===== config.mk =====
export PLATFORM = sky130hd
export DESIGN_NAME = status_flags_unit
export DESIGN_NICKNAME = d
export VERILOG_FILES = /design/src/rtl/arch_defs_pkg.sv /design/src/rtl/flags_shadow_stack.sv /design/src/rtl/status_flags_unit.sv
export SDC_FILE = /design/constraint.sdc
export NUM_CORES = 1
export LEC_CHECK = 0
export BUFFER_PORTS_ARGS = -buffer_cell sky130_fd_sc_hd__buf_4
export CORE_MARGIN = 2
export CORE_UTILIZATION = 35
export DETAILED_ROUTE_END_ITERATION = 10
export GPL_ROUTABILITY_DRIVEN = 0
export PLACE_DENSITY = 0.59
export SLEW_MARGIN = 20
export SYNTH_ARGS = -nofsm -noshare
export SYNTH_HDL_FRONTEND = slang
export SYNTH_SLANG_ARGS = --single-unit

===== constraint.sdc =====
create_clock -name clk -period 2.31 [get_ports clk]
set_input_delay 0.5775 -clock clk [delete_from_list [all_inputs] [get_ports clk]]
set_output_delay 0.5775 -clock clk [all_outputs]
set_load 0.02 [all_outputs]

===== src/rtl/arch_defs_pkg.sv =====
// Shared architectural definitions: processor flag image type, bit positions, reset value.
package arch_defs_pkg;

  typedef logic [3:0] flags_t;

  localparam int unsigned FLAG_Z = 0;
  localparam int unsigned FLAG_C = 1;
  localparam int unsigned FLAG_N = 2;
  localparam int unsigned FLAG_V = 3;

  localparam flags_t FLAGS_RESET = '0;

endpackage


===== src/rtl/flags_shadow_stack.sv =====
// LIFO register file for saved flag sets. Pushes are rejected when full and pops when empty.
module flags_shadow_stack #(
  parameter int unsigned WIDTH = 4,
  parameter int unsigned DEPTH = 4
) (
  input  logic                         clk,
  input  logic                         reset,
  input  logic                         push_i,
  input  logic                         pop_i,
  input  logic [WIDTH-1:0]             data_i,
  output logic [WIDTH-1:0]             top_o,
  output logic [$clog2(DEPTH+1)-1:0]   depth_o,
  output logic                         full_o,
  output logic                         empty_o
);

  localparam int unsigned DW = $clog2(DEPTH+1);

  logic [DW-1:0]    depth_q, depth_d;
  logic [WIDTH-1:0] mem_q [DEPTH];
  logic [WIDTH-1:0] mem_d [DEPTH];
  logic             full, empty, do_push, do_pop;

  assign full    = (depth_q == DW'(DEPTH));
  assign empty   = (depth_q == '0);
  assign do_push = push_i & ~full;
  assign do_pop  = pop_i & ~empty & ~push_i;

  always_comb begin
    depth_d = depth_q;
    mem_d   = mem_q;
    if (do_push) begin
      depth_d = depth_q + DW'(1);
      for (int unsigned i = 0; i < DEPTH; i++) begin
        if (depth_q == DW'(i)) mem_d[i] = data_i;
      end
    end else if (do_pop) begin
      depth_d = depth_q - DW'(1);
    end
  end

  // Top of stack is the entry just below the occupancy count.
  always_comb begin
    top_o = '0;
    for (int unsigned i = 0; i < DEPTH; i++) begin
      if (depth_q == DW'(i + 1)) top_o = mem_q[i];
    end
  end

  always_ff @(posedge clk or posedge reset) begin
    if (reset) depth_q <= '0;
    else       depth_q <= depth_d;
  end

  // Entry contents need no reset; occupancy alone defines validity.
  always_ff @(posedge clk) begin
    mem_q <= mem_d;
  end

  assign depth_o = depth_q;
  assign full_o  = full;
  assign empty_o = empty;

endmodule


===== src/rtl/status_flags_unit.sv =====
// Processor status register: V/N/C/Z capture from ALU, bus restore, SEC/CLC,
// and a shadow stack for interrupt entry/exit with a sticky stack error flag.
module status_flags_unit
  import arch_defs_pkg::*;
#(
  parameter int unsigned DATA_WIDTH   = 8,
  parameter int unsigned SHADOW_DEPTH = 4,
  parameter int unsigned NUM_FLAGS    = 4
) (
  input  logic                              clk,
  input  logic                              reset,
  input  logic [DATA_WIDTH-1:0]             alu_result_i,
  input  logic                              alu_carry_i,
  input  logic                              alu_overflow_i,
  input  logic [NUM_FLAGS-1:0]              load_mask_i,
  input  logic                              bus_load_i,
  input  logic [NUM_FLAGS-1:0]              bus_data_i,
  input  logic                              set_carry_i,
  input  logic                              clr_carry_i,
  input  logic                              push_i,
  input  logic                              pop_i,
  input  logic                              err_clr_i,
  output logic [NUM_FLAGS-1:0]              flags_o,
  output logic                              flag_zero_o,
  output logic                              flag_carry_o,
  output logic                              flag_negative_o,
  output logic                              flag_overflow_o,
  output logic [$clog2(SHADOW_DEPTH+1)-1:0] depth_o,
  output logic                              full_o,
  output logic                              empty_o,
  output logic                              stack_err_o
);

  localparam int unsigned DEPTH_W = $clog2(SHADOW_DEPTH+1);

  flags_t flags_q, flags_d;
  logic   err_q, err_d;
  flags_t alu_flags, stk_top;
  logic   stk_push, stk_pop, stk_full, stk_empty, valid_pop, new_err;
  logic [DEPTH_W-1:0] stk_depth;

  // Simultaneous push+pop is an error that leaves the stack untouched.
  assign stk_push  = push_i & ~pop_i;
  assign stk_pop   = pop_i & ~push_i;
  assign valid_pop = stk_pop & ~stk_empty;
  assign new_err   = (push_i & pop_i) | (stk_push & stk_full) | (stk_pop & stk_empty);

  flags_shadow_stack #(
    .WIDTH (4),
    .DEPTH (SHADOW_DEPTH)
  ) u_shadow_stack (
    .clk     (clk),
    .reset   (reset),
    .push_i  (stk_push),
    .pop_i   (stk_pop),
    .data_i  (flags_q),
    .top_o   (stk_top),
    .depth_o (stk_depth),
    .full_o  (stk_full),
    .empty_o (stk_empty)
  );

  always_comb begin
    alu_flags         = '0;
    alu_flags[FLAG_Z] = (alu_result_i == '0);
    alu_flags[FLAG_C] = alu_carry_i;
    alu_flags[FLAG_N] = alu_result_i[DATA_WIDTH-1];
    alu_flags[FLAG_V] = alu_overflow_i;
  end

  always_comb begin
    flags_d = flags_q;
    if (valid_pop) begin
      flags_d = stk_top;
    end else if (bus_load_i) begin
      flags_d = bus_data_i;
    end else begin
      for (int unsigned i = 0; i < 4; i++) begin
        if (load_mask_i[i]) flags_d[i] = alu_flags[i];
      end
      // An ALU carry capture takes precedence over SEC/CLC.
      if (!load_mask_i[FLAG_C]) begin
        if (set_carry_i && !clr_carry_i)      flags_d[FLAG_C] = 1'b1;
        else if (clr_carry_i && !set_carry_i) flags_d[FLAG_C] = 1'b0;
      end
    end
  end

  always_comb begin
    err_d = err_q;
    if (err_clr_i) err_d = 1'b0;
    if (new_err)   err_d = 1'b1;
  end

  always_ff @(posedge clk or posedge reset) begin
    if (reset) begin
      flags_q <= FLAGS_RESET;
      err_q   <= 1'b0;
    end else begin
      flags_q <= flags_d;
      err_q   <= err_d;
    end
  end

  assign flags_o         = flags_q;
  assign flag_zero_o     = flags_q[FLAG_Z];
  assign flag_carry_o    = flags_q[FLAG_C];
  assign flag_negative_o = flags_q[FLAG_N];
  assign flag_overflow_o = flags_q[FLAG_V];
  assign depth_o         = stk_depth;
  assign full_o          = stk_full;
  assign empty_o         = stk_empty;
  assign stack_err_o     = err_q;

endmodule


# Word-level counts from Yosys, hierarchy flattened
# Cells that the tools add are included.
# W data, S select, Z words.
[word_totals]
regBits = 24
out_inout_bits = 14
elab_cells = 63
[op_classes]
n_addsub = 2
n_eq_ne = 4
mux = 17
bitwise = 15
n_reduce_logical = 15
[ops]
columns = ["op", "count"]
rows = [
  ["$mux W4", 6],
  ["$mux W1", 9],
  ["$reduce_bool A3 Y1", 3],
  ["$and A1 B1 Y1", 8],
  ["$logic_not A8 Y1", 1],
  ["$reduce_and A2 Y1", 4],
  ["$eq A3 B2 Y1 const B", 2],
  ["$mux W3", 2],
  ["$not A1 Y1", 5],
  ["$reduce_bool A2 Y1", 2],
  ["$add A3 B1 Y3 const B", 1],
  ["$eq A3 B1 Y1 const B", 1],
  ["$eq A3 B3 Y1 const B", 1],
  ["$logic_not A3 Y1", 1],
  ["$sub A3 B1 Y3 const B", 1],
  ["$logic_and A1 B1 Y1", 2],
  ["$logic_not A1 Y1", 2],
  ["$or A1 B1 Y1", 2],
]

# Logic depth before layout (Yosys ltp)
[logic_depth]
depth_word = 7
ltp_mapped = 8

# Modules after synthesis
# A second synthesis with hierarchy kept.
[hier_totals]
hier_cells = 120
hier_area_um2 = 1303.8
[by_module_without_submodules]
columns = ["mod", "instances", "cells_each", "area_per_inst_um2", "seq_area_each_um2"]
rows = [
  ["flags_shadow_stack", 1, 74, 929.6, 555.5],
  ["status_flags_unit", 1, 46, 374.1, 125.1],
]

# Least setup slack after synthesis
# OpenSTA, ideal clock, no wires.
[synth_timing]
kind = "register to register"
from = "reg u_shadow_stack.depth_q[1], in the netlist u_shadow_stack.depth_o[1]"
to = "reg u_shadow_stack.mem_q[0] in the netlist's numbering (enable)"
setup_ns = 0.367
t_arrival_ns = 1.679
t_required_ns = 1.943
setup_slack_ns = 0.264
path_stages_with_launch = 6
period_less_slack_ns = 2.046
cell_sequence = "dfrtp_1 inv_1 ha_1 nand2_1 inv_1 nor3b_1"
[synth_via]
elab_chain_cells = 4
word_cells_on_any_way = 5
classes_between = "2 x eq/ne; 2 x bitwise; 1 x reduce/logical"
[synth_rtl]
columns = ["element", "line_no", "rtl"]
rows = [
  ["start: declaration", "flags_shadow_stack.sv:19", "logic [DW-1:0] depth_q, depth_d;"],
  ["start signal: assignment", "flags_shadow_stack.sv:52", "else depth_q <= depth_d;"],
  ["$eq A3 B3 Y1", "flags_shadow_stack.sv:24", "assign full = (depth_q == DW'(DEPTH));"],
  ["net full_o", "status_flags_unit.sv:29", "output logic full_o,"],
  ["$not A1 Y1", "flags_shadow_stack.sv:26", "assign do_push = push_i & ~full;"],
  ["$and A1 B1 Y1", "flags_shadow_stack.sv:26", ""],
  ["$reduce_and A2 Y1 (no source line)", "n/a", ""],
  ["end signal: assignment", "flags_shadow_stack.sv:57", "mem_q <= mem_d;"],
  ["end: declaration", "flags_shadow_stack.sv:20", "logic [WIDTH-1:0] mem_q [DEPTH];"],
]
# The timed path passes the listed nets, and every way through them passes these cells.
# A chain may end at the register's enable or synchronous reset.

# Worst setup path after layout
[layout_timing]
from = "reg u_shadow_stack.depth_q[1], in the netlist u_shadow_stack.depth_o[1]"
to = "out full_o"
[layout_via]
elab_chain_cells = 1
[layout_rtl]
columns = ["element", "line_no"]
rows = [
  ["$eq A3 B3 Y1", "flags_shadow_stack.sv:24"],
  ["end: declaration", "status_flags_unit.sv:29"],
]
# No other way between the ends.

==> impl_metrics.csv <==
group,metric,value,unit
clocking,cts_buffer_depth,2,
cells_and_area,area_growth_syn_to_layout,29.9,%
floorplanning,core.rowCount,22,
route,wirelength,3000,µm
clocking,numCtsBuffers,3,
sta,hold_violations,0,
clocking,cts_tree,"built",
route,dr.pass1.iters,4,
critical_path,critPathRequiredTime,1.73,ns
route,drt-initial-drc-count,59,
yosys,syn_inst,124,
grt,gr-usage-met2,0.239,
pwr,ir_worst_vdd,0.000421,V
critical_path,worst_path_largest_cell_delay,0.45,ns
yosys,synthTopCellsByArea,"edfxtp_1 (37%), dfrtp_1 (15%), ha_1 (5.7%)",
placed_design,dp_cells,205,
grt,grt_pass1_wl,5170,µm
cells_and_area,layout.nets,194,
yosys,synth_top_area_share,0.367,
critical_path,crit_fanout,8,
grt,met3_usage,0.0171,
cells_and_area,drive_gt1_frac,0.317,
route,ant_nets,0,
pwr,power.density,1120,nW/µm²
sta,max_slew_margin,0.725,
critical_path,crit_top_cell,"inv_1",
sta,drv_slew,0,
pwr,power_leakage,0.723,nW
critical_path,crit_arrival,1.58,ns
sta,setup_violations,0,
yosys,ys_types,34,
run,drv_cap,0,
placed_design,dpl.hpwl,2260,µm
critical_path,path_class,"flop to output pin",
cells_and_area,n_antenna_cell,0,
critical_path,endpoint_kind,"output pin",
floorplanning,core,3630,µm²
hold_path,hp-class,"primary input to asynchronous set/reset pin",
grt,antenna_found_initial,0,
grt,grt_max_degree,16,
route,num_vias,1077,
yosys,synth_warnings,0,
cells_and_area,layout.cells.non_filler,209,
clocking,path_clk_slew,0.09,ns
critical_path,path_cells,"inv_1 > ha_2 > nand2_2 > inv_1 > buf_4",
sta,min_period,2.16,ns
clocking,ctsHoldBuffers,0,
cells_and_area,mostFrequentLayoutCells,"buf_4 (42), edfxtp_1 (16), nand2_1 (12)",
floorplanning,initial_core_util,0.361,
placed_design,io_buffers,39,
grt,grt.busiest_layer,"met2",
clocking,clk_latency,0.28,ns
grt,grt_overflow,0,
clocking,htree_num_levels,1,
yosys,syn-cell-area,1310,µm²
clocking,cts_root_buffer,"clkbuf_8",
clocking,cts_sinks,24,
floorplanning,fp.dieH,65.2,µm
sta,post-route-period-util,0.935,
yosys,syn_nets,156,
route,via_per_inst,5.15,
route,wl_per_cell,14.4,µm
sta,timing.fmax,463,MHz
sta,tightest_slew,0.411,ns
yosys,synth_top_area_cell,"edfxtp_1",
grt,grt_usage,0.161,
grt,gr-usage-met1,0.236,
floorplanning,die_area,4250,µm²
grt,first_global_vias,1047,
route,post-route-drc-count,0,
sta,setup_tns,0,ns
critical_path,worstSetupStartpointType,"flop",
yosys,yosysSeqAreaShare,0.520,
sta,skew,0.00288,ns
critical_path,slowest_stage,"dfrtp_1",
status,run_status,"completed",
yosys,synth_seq_cells,24,
yosys,postSynthAreaPerCell,10.6,µm²
cells_and_area,mostFrequentLayoutCell,"buf_4",
floorplanning,ios,40,
floorplanning,die_x,65.2,µm
sta,rsz0062_at_grt,"no",
[per-stage QoR]
step	utilization	area [µm²]	setup slack (ns)	power, mW	hold slack [ns]
finish	0.468	1700	0.150	1.90	0.280
global route	0.468	1700	0.000719	2.05	0.287
CTS	0.468	1700	0.0761	1.91	0.287
detailed placement	0.447	1630	0.308	1.52	0.538
global placement	0.447	1630	0.400	1.50	0.542
floorplan	-	1310	0.264	1.23	0.393
[synth_stat cells]
| cell type | instances |
|---|---|
| nor3_1 | 3 |
| nor4_1 | 2 |
| nand3_1 | 4 |
| o32ai_1 | 1 |
| nor4b_1 | 1 |
| and4b_1 | 1 |
| edfxtp_1 | 16 |
| a211oi_1 | 1 |
| dfrtp_1 | 8 |
| and2b_4 | 1 |
| mux2i_1 | 3 |
| o21ai_0 | 6 |
| buf_6 | 1 |
| a31oi_1 | 1 |
| o31a_1 | 1 |
| nand2_1 | 13 |
| xnor2_1 | 1 |
| a221oi_1 | 3 |
| nand2b_1 | 3 |
| ha_1 | 6 |
| o22ai_1 | 2 |
| buf_2 | 3 |
| nor2_1 | 10 |
| a311oi_1 | 1 |
| o221ai_1 | 2 |
| nor3_4 | 1 |
| nor2b_1 | 1 |
| inv_1 | 9 |
| a41oi_1 | 1 |
| clkbuf_1 | 1 |
| a21oi_1 | 9 |
| nor3b_1 | 3 |
| a2111oi_2 | 1 |
| buf_4 | 4 |
[power by group]
part | switching (mW) | internal, mW | leakage (nW)
Combinational | 0.492 | 0.376 | 0.445
Clock | 0.145 | 0.232 | 0.0357
Sequential | 0.0936 | 0.565 | 0.242
Total | 0.730 | 1.17 | 0.723
[cell families (layout without fill, tap and decap cells)]
logic type,count (synthesis),in the layout,synth area share
adders and majority gates,6,6,0.0573
xor gates and xnor gates,1,1,0.00669
and+or+nand+nor,43,43,0.173
buffers and inverters,18,55,0.0716
muxes,3,3,0.0229
AOI/OAI and AO/OA,29,29,0.149
DFF,24,24,0.520
[worst max-delay path: cells and delay by family (launching register included)]
| family | cells | cell delay, ns |
|---|---|---|
| DFF | 1 | 0.45 |
| adders and majority gates | 1 | 0.29 |
| buffers and inverters | 3 | 0.43 |
| and+or+nand+nor | 1 | 0.13 |
[final cells by class]
type,count,area (µm²)
Clock buffer,3,41.3
Clock inverter,1,30.0
Fill cell,347,1930
Inverter,9,33.8
Multi-Input combinational cell,82,541
Sequential cell,24,681
Tap cell,48,60.1
Timing Repair Buffer,42,315
[worst paths after layout]
path | from | to | slack [ns] | cells past startpoint
worst max register to register | u_shadow_stack.depth_o[1] | flags_o[2] | 0.52 | 6
min in group clk | err_clr_i | stack_err_o | 0.53 | 2
worst max-delay path | u_shadow_stack.depth_o[1] | full_o | 0.15 | 5
max in group asynchronous | reset | flags_o[2] | 1.75 | 2
worst min-delay path | reset | u_shadow_stack.depth_o[2] | 0.28 | 2
worst min register to register | u_shadow_stack.mem_q[1] | flags_o[1] | 0.56 | 2
[per-layer routing]
metal,share of wire,vias to the layer above
li1,-,523
met1,0.46,510
met2,0.46,39
met3,0.051,5
met4,0.020,0
met5,0,-
[state kept, by name (all words and copies together), names as in the netlist]
signal,count
u_shadow_stack.depth_o,3
u_shadow_stack.mem_q,16
flags_o,4
stack_err_o,1
[timing repair]
| action | 4_1_cts | 5_1_grt |
|---|---|---|
| buffers inserted | 0 | 0 |
| endpoints found under the setup margin | 1 | 1 |
| resized for setup | 1 | 1 |
Power figures use the tool's default switching activity.
